--- config.mk ---
export PLATFORM = sky130hd
export DESIGN_NAME = data_mem_responder
export DESIGN_NICKNAME = d
export VERILOG_FILES = /design/src/rtl/data_mem_responder.sv
export SDC_FILE = /design/constraint.sdc
export NUM_CORES = 2
export LEC_CHECK = 0
export CAP_MARGIN = 0
export CELL_PAD_IN_SITES_DETAIL_PLACEMENT = 1
export CELL_PAD_IN_SITES_GLOBAL_PLACEMENT = 1
export CORE_MARGIN = 4
export CORE_UTILIZATION = 61
export CTS_BUF_LIST = sky130_fd_sc_hd__clkbuf_8 sky130_fd_sc_hd__clkbuf_16
export CTS_CLUSTER_SIZE = 25
export DETAILED_ROUTE_END_ITERATION = 8
export DONT_BUFFER_PORTS = 1
export PLACE_DENSITY = 0.93
export SYNTH_ARGS = -nofsm -noshare
export SYNTH_HDL_FRONTEND = slang
export SYNTH_SLANG_ARGS = --single-unit
--- constraint.sdc ---
create_clock -name clk -period 5.9 [get_ports clk]
set_input_delay 1.18 -clock clk [delete_from_list [all_inputs] [get_ports clk]]
set_output_delay 1.18 -clock clk [all_outputs]
set_load 0.01 [all_outputs]
--- src/rtl/data_mem_responder.sv ---
// Multi-cycle word memory responder: stalls the requester for the access latency, then pulses Done.
// Optional MEM_RAND_LATENCY_EN adds 0..3 pseudo-random extra BUSY cycles per access.
module data_mem_responder #(
  parameter int ADDR_W  = 8,
  parameter int LATENCY = 3
) (
  input  logic        clk,
  input  logic        rst,
  input  logic [15:0] Addr,
  input  logic [15:0] DataIn,
  input  logic        Rd,
  input  logic        Wr,
  input  logic        Halt,
  output logic [15:0] DataOut,
  output logic        Stall,
  output logic        Done,
  output logic        Err
);

  typedef enum logic [1:0] {IDLE, BUSY, RESP, HALTED} state_t;

  localparam logic [4:0] LAT_M1 = 5'(LATENCY - 1);

  state_t            state_q, state_d;
  logic [4:0]        cnt_q, cnt_d;
  logic [ADDR_W-1:0] addr_q, addr_d;
  logic [15:0]       wdata_q, wdata_d;
  logic [15:0]       dout_q, dout_d;
  logic              is_wr_q, is_wr_d;
  logic              err_q, err_d;
  logic              halt_pend_q, halt_pend_d;
  logic [15:0]       mem [2**ADDR_W];

  logic       req_legal, req_illegal, accept;
  logic [4:0] load_val;
  logic       unused_addr_hi;

  assign unused_addr_hi = ^Addr[15:ADDR_W+1];
  assign req_legal      = (Rd ^ Wr) & ~Addr[0];
  assign req_illegal    = (Rd & Wr) | ((Rd ^ Wr) & Addr[0]);
  assign accept         = (state_q == IDLE) & ~Halt & req_legal;

`ifdef MEM_RAND_LATENCY_EN
  logic [7:0] lfsr_q;

  // Fibonacci LFSR x^8+x^6+x^5+x^4; extra latency uses the value before stepping.
  always_ff @(posedge clk or posedge rst) begin
    if (rst)         lfsr_q <= 8'hA5;
    else if (accept) lfsr_q <= {lfsr_q[6:0], lfsr_q[7] ^ lfsr_q[5] ^ lfsr_q[4] ^ lfsr_q[3]};
  end

  assign load_val = LAT_M1 + {3'b000, lfsr_q[1:0]};
`else
  assign load_val = LAT_M1;
`endif

  always_comb begin
    state_d     = state_q;
    cnt_d       = cnt_q;
    addr_d      = addr_q;
    wdata_d     = wdata_q;
    is_wr_d     = is_wr_q;
    dout_d      = dout_q;
    halt_pend_d = halt_pend_q;
    err_d       = 1'b0;
    Stall       = 1'b0;
    Done        = 1'b0;
    DataOut     = dout_q;
    case (state_q)
      IDLE: begin
        if (Halt) begin
          state_d = HALTED;
        end else if (req_legal) begin
          Stall   = 1'b1;
          addr_d  = Addr[ADDR_W:1];
          wdata_d = DataIn;
          is_wr_d = Wr;
          cnt_d   = load_val;
          state_d = (load_val == 5'd0) ? RESP : BUSY;
        end else if (req_illegal) begin
          err_d = 1'b1;
        end
      end
      BUSY: begin
        Stall = 1'b1;
        cnt_d = cnt_q - 5'd1;
        if (cnt_q == 5'd1) state_d = RESP;
        if (Halt) halt_pend_d = 1'b1;
      end
      RESP: begin
        Done = 1'b1;
        // Read data is presented combinationally in the Done cycle, then held in dout_q.
        if (!is_wr_q) begin
          DataOut = mem[addr_q];
          dout_d  = mem[addr_q];
        end
        halt_pend_d = 1'b0;
        state_d     = (halt_pend_q | Halt) ? HALTED : IDLE;
      end
      HALTED: state_d = HALTED;
      default: state_d = IDLE;
    endcase
  end

  always_ff @(posedge clk or posedge rst) begin
    if (rst) begin
      state_q     <= IDLE;
      cnt_q       <= 5'd0;
      addr_q      <= '0;
      wdata_q     <= 16'h0000;
      is_wr_q     <= 1'b0;
      dout_q      <= 16'h0000;
      err_q       <= 1'b0;
      halt_pend_q <= 1'b0;
    end else begin
      state_q     <= state_d;
      cnt_q       <= cnt_d;
      addr_q      <= addr_d;
      wdata_q     <= wdata_d;
      is_wr_q     <= is_wr_d;
      dout_q      <= dout_d;
      err_q       <= err_d;
      halt_pend_q <= halt_pend_d;
    end
  end

  // The array is not reset; a write only lands at the end of its Done cycle.
  always_ff @(posedge clk) begin
    if (state_q == RESP && is_wr_q) mem[addr_q] <= wdata_q;
  end

  assign Err = err_q;

endmodule

==> metrics.md, run 1 <==
| Metric | Value |
|---|---|
| Gr usage total | `0.7373` |
| CTS Buf Count | `395` |
| Post-synth EDFFs | `4,096` |
| Mapped Area | `159,600 sq um` |
| Synth Warn # | `0` |
| Async set or reset register ratio after synthesis | `0.01206` |
| CTS Buffer Depth | `4` |
| Die Wd | `519.6 um` |
| Starting Density | `0.6141` |
| Synthesized Nets | `7,310` |
| H-tree levels | `5` |
| Mapped Avg Cell Area | `21.96 sq um` |
| Placer's final routability congestion estimate | `0.9178` |
| Main synth FF type | `edfxtp_1` |
| Clock sink count | `4,146` |
| Synth unique cells | `70` |
| Largest net degree at the start of global routing | `237` |
| DPL Wire Length | `317.7 mm` |
| Die Height | `519.6 um` |
| I/O pins | `56` |
| Syn Inst Count | `7,270` |
| GRT worst endpoint | `DataOut[5]` |
| Area after DPL | `166,900 sq um` |
| Post-synthesis sequential area ratio | `0.7783` |
| Initial antenna violation count | `177` |
| Synthesis-stage register bit count | `4,146` |
| Error | `[ERROR GRT-0232] Routing congestion too high. Check the congestion heatmap in the GUI.` |
| Run status | `aborted with a tool error` |
| # hold bufs at CTS | `0` |
| Stop stage | `global routing` |
| Buffers added on ports | `0` |
| GR Overflow Total | `50` |
| Site row count | `187` |
| Clock Root Buffer | `clkbuf_16` |
| Worst ep type | `top-level output` |
## cell usage after synthesis, drive strengths merged, types with 6 or more instances
cell type | n | area, sq um
a2111oi | 19 | 172.7
a211oi | 19 | 142.6
a21oi | 69 | 345.3
a221oi | 17 | 148.9
a22o | 10 | 87.58
a22oi | 55 | 412.9
a311oi | 9 | 78.83
a31oi | 34 | 212.7
a32o | 15 | 150.1
a32oi | 94 | 823.3
a41oi | 6 | 52.55
and2 | 8 | 50.05
and3 | 9 | 56.30
buf | 297 | 1867
clkbuf | 131 | 491.7
dfrtp | 50 | 1251
edfxtp | 4096 | 123000
inv | 11 | 41.29
mux2 | 27 | 304.0
mux2i | 241 | 2412
mux4 | 1011 | 22770
nand2 | 386 | 1449
nand2b | 10 | 62.56
nand3 | 54 | 270.3
nand4 | 11 | 68.82
nor2 | 355 | 1333
nor2b | 25 | 156.4
nor3 | 19 | 95.09
nor4 | 13 | 87.58
o2111ai | 9 | 78.83
o211ai | 13 | 97.59
o21ai | 38 | 190.2
o221ai | 8 | 70.07
o22a | 7 | 61.31
o22ai | 38 | 237.7
o31ai | 6 | 45.04
## logic make-up after synthesis
group | Yosys count | share of synthesized area
DFF | 4146 | 0.7783
muxes | 1279 | 0.1597
and+or+nand+nor | 913 | 0.02403
AOI/OAI and AO/OA | 488 | 0.02265
buffers and inverters | 441 | 0.01508
adders and majority gates | 3 | 0.0002352
## routing by layer
layer,global-route usage,overflow
met5,0.4554,2
met4,0.7122,29
met3,0.6596,7
met2,0.8397,12
met1,0.7344,0
## through the flow
stage	instances	setup WS, ps	hold WS [ps]
CTS	11680	-0.3371	297.4
floorplan	7270	1918	438.8
global placement	10920	120.2	452.3
detailed placement	10920	-179.3	513.0
## timing repair
action / 4_1_cts
hold endpoints to repair: 0
gates resized for setup: 126
pin swaps: 12
endpoints found under the setup margin: 16
setup buffers: 30
gates cloned: 10
==> run 2, diff against run 1 <==
Settings changed: CELL_PAD_IN_SITES_DETAIL_PLACEMENT 1 to unset, CELL_PAD_IN_SITES_GLOBAL_PLACEMENT 1 to unset, CORE_UTILIZATION 61 to 40, CTS_BUF_LIST sky130_fd_sc_hd__clkbuf_8 sky130_fd_sc_hd__clkbuf_16 to unset, CTS_CLUSTER_SIZE 25 to unset, PLACE_DENSITY 0.93 to unset, PLACE_DENSITY_LB_ADDON set to 0.15.
==> metrics.md, run 2 <==
| Metric | Value |
|---|---|
| Run status | `complete, but fails checks` |
| Violated checks | `slew limit, setup timing` |
| Reg-to-Reg End | `mem[223][8]$_DFFE_PP_` |
| Clock Skews | `49.63 ps` |
| Comb power frac | `0.308` |
| Worst-Margin Slew | `1532 ps` |
| TNS Setup | `-31.39 ps` |
| Mapped Area | `159,600 sq um` |
| Power Dens Cells | `501.9 nW/um^2` |
| Gr usage total | `0.2354` |
| Top reg by flops | `mem` |
| Area after DPL | `170,200 sq um` |
| Synth unique cells | `70` |
| GR Overflow Total | `0` |
| Tightest hold margin | `360.9 ps` |
| CTS tree | `done` |
| Worst-path maximum fanout | `26` |
| Crit path kind | `reg2out` |
| Max reg flops | `4,096` |
| Worst-case reg-to-reg path depth | `9` |
| Layout cell share with drive strength beyond 1 | `0.3055` |
| Vias in the first global route | `80,390` |
| Worst IR Drop VDD | `0.5507 mV` |
| Initial drt markers | `9,716` |
| Clk slew on worst S/H paths | `60 ps` |
| Cell Int Power | `61.63 mW` |
| Commonest non-fill, non-tap cells in the layout | `4,096 x edfxtp_1, 1,011 x mux4_2, 574 x buf_4, 447 x clkbuf_16, 369 x nand2_1` |
| CTS Buf Count | `438` |
| Worst path arrival time | `4750 ps` |
| Final Hold Fails | `0` |
| Yosys top cell by area | `edfxtp_1` |
| Mapped Avg Cell Area | `21.96 sq um` |
| Synth Warn # | `0` |
| Worst Hold Class | `in2async` |
| Reg area | `124,300 sq um` |
| Final setup fails | `1` |
| Via density per instance | `5.936` |
| Post-synth EDFFs | `4,096` |
| Core ar. | `396,800 sq um` |
| CP dominant cell by count | `buf_12` |
| Post-synthesis sequential area ratio | `0.7783` |
| First-pass GRT wire length | `671.0 mm` |
| Largest regs | `mem: 4096 flops, dout_q: 16 flops, wdata_q: 16 flops` |
| Max-slew violations | `24` |
| Via count | `80,550` |
| Sw frac | `0.3346` |
| Fillers | `32,990` |
| DPL Wire Length | `296.5 mm` |
| CP max-delay cell | `dfrtp_4` |
| Routed wire length | `486.5 mm` |
| Post-layout util | `0.4650` |
| CTS Buffer Depth | `4` |
| Clock Root Buffer | `clkbuf_16` |
| TritonRoute pass-1 iters | `5` |
| Cell Count, Final, Fillers Out | `13,570` |
| Fmax | `168.6 MHz` |
| Initial antenna violation count | `36` |
| Top cells by area, synth | `edfxtp_1 77%, mux4_2 14%, mux2i_1 1.5%, nand2_1 0.91%, nor2_1 0.83%` |
| Buffers added on ports | `0` |
| # Max-Cap Violations | `0` |
| CP cell instances | `buf_12 > and2_4 > buf_12 > buf_4 > a32oi_1 > nand3_1 > a31oi_1 > a31o_1` |
| End of the critical path | `DataOut[11]` |
| Residual DRC count | `0` |
| Synthesis-stage register bit count | `4,146` |
| Placed instance count | `12,720` |
| Top cell type's share of synthesized area | `0.7705` |
| WP data required | `4720 ps` |
| I/O pins | `56` |
| Kind of end point of the critical path | `primary output` |
| Largest net degree at the start of global routing | `196` |
| Worst Slack Setup Final | `-31.39 ps` |
| Post-synth top cells | `4,096 x edfxtp_1, 1,011 x mux4_2, 386 x nand2_1` |
| DR WL/cell | `35.86 um` |
| Sequential share of power | `0.408` |
| Part of the cycle the worst path needs | `1.005` |
| Starting Density | `0.4023` |
| Die ar. | `409,200 sq um` |
| Top-count cell post-synth | `edfxtp_1` |
| # hold bufs at CTS | `0` |
| Die Wd | `639.7 um` |
| H-tree levels | `5` |
| Die Height | `639.7 um` |
| Main synth FF type | `edfxtp_1` |
| Syn Inst Count | `7,270` |
| Clock sink count | `4,146` |
| Most common cell after layout, fill and taps aside | `edfxtp_1` |
| Clk network pwr share | `0.284` |
| Design Power | `92.63 mW` |
| Site row count | `231` |
| Crit-path max cell delay | `650 ps` |
| Placer's final routability congestion estimate | `0.8256` |
| Async set or reset register ratio after synthesis | `0.01206` |
| Clock Latency Late Sink | `990 ps` |
| Nets | `7,996` |
| Reg-to-reg startpoint | `addr_q[1]$_DFFE_PP0P_` |
| Shortest period the worst path allows | `5931 ps` |
| Cell leakage power | `58.17 nW` |
| Psw | `31.00 mW` |
| Rel. slew slack | `-0.02113` |
| Final ANT Viol Nets | `0` |
| Post-route cell area | `184,500 sq um` |
| Synthesized Nets | `7,310` |
| Flop2flop setup slack | `1470 ps` |
| Pre-CTS setup slack | `254.8 ps` |
| Multi-input logic area | `33,730 sq um` |
| Crit path launch type | `flop` |
| Layout area overhead | `15.60%` |
| Crit path from | `addr_q[5]$_DFFE_PP0P_` |
run 2: worst min-delay path by stage:
stage	start	to	slack, ps	depth (start not counted)
2_1_floorplan	cnt_q[4]$_DFFE_PP0P_	cnt_q[4]$_DFFE_PP0P_	440	1
3_3_place_gp	cnt_q[4]$_DFFE_PP0P_	cnt_q[4]$_DFFE_PP0P_	460	1
3_5_place_dp	cnt_q[4]$_DFFE_PP0P_	cnt_q[4]$_DFFE_PP0P_	500	1
4_1_cts	Wr	is_wr_q$_DFFE_PP0P_	270	1
5_1_grt	Addr[7]	addr_q[6]$_DFFE_PP0P_	310	1
6_report	rst	cnt_q[0]$_DFFE_PP0P_	360	2
run 2: power groups by stage:
stage	registers, mW	logic [mW]	clock network [mW]
floorplan	40.0	13.5	0
global placement	38.5	27.6	0
detailed placement	38.6	27.9	0
CTS	37.8	28.8	26.8
global route	37.9	29.8	28.0
finish	37.8	28.5	26.3
run 2: repair_timing:
item | CTS | global route
pin swaps | 3 | 0
resized for setup | 61 | 13
cloned | 4 | 0
endpoints found under the hold margin | 0 | 0
buffers inserted | 35 | 1
setup endpoints to repair | 16 | 10
run 2: critical path: cells and delay by family, from the launching register on:
kind | cells | cell delay (ps)
flip-flops | 1 | 650
AND/OR/NAND/NOR | 2 | 740
AO/OA/AOI/OAI | 3 | 1570
buffers and inverters | 3 | 730
run 2: final cells by class:
type	count	area share
flip-flops and latches	4146	0.6738
multi-input cells	2683	0.1828
clock buffers	575	0.06354
well taps	5242	0.03554
repair buffers	674	0.03419
clock inverters	220	0.009567
inverters	13	0.0004136
diodes	15	0.0002034
run 2: cells by family after synthesis:
| family | after synthesis | share of synthesized area |
|---|---|---|
| and+or+nand+nor | 913 | 0.02403 |
| DFF | 4146 | 0.7783 |
| muxes | 1279 | 0.1597 |
| adders and majority gates | 3 | 0.0002352 |
| AOI/OAI and AO/OA | 488 | 0.02265 |
| buffers and inverters | 441 | 0.01508 |
run 2: per-layer routing:
| metal | vias to the layer above | GRT usage | part of all wire |
|---|---|---|---|
| li1 | 32060 | - | - |
| met1 | 44470 | 0.3313 | 0.41 |
| met2 | 3294 | 0.3790 | 0.48 |
| met3 | 720 | 0.03686 | 0.072 |
| met4 | 4 | 0.07332 | 0.034 |
| met5 | - | 0 | 0.000064 |
Power figures use the tool's default switching activity.
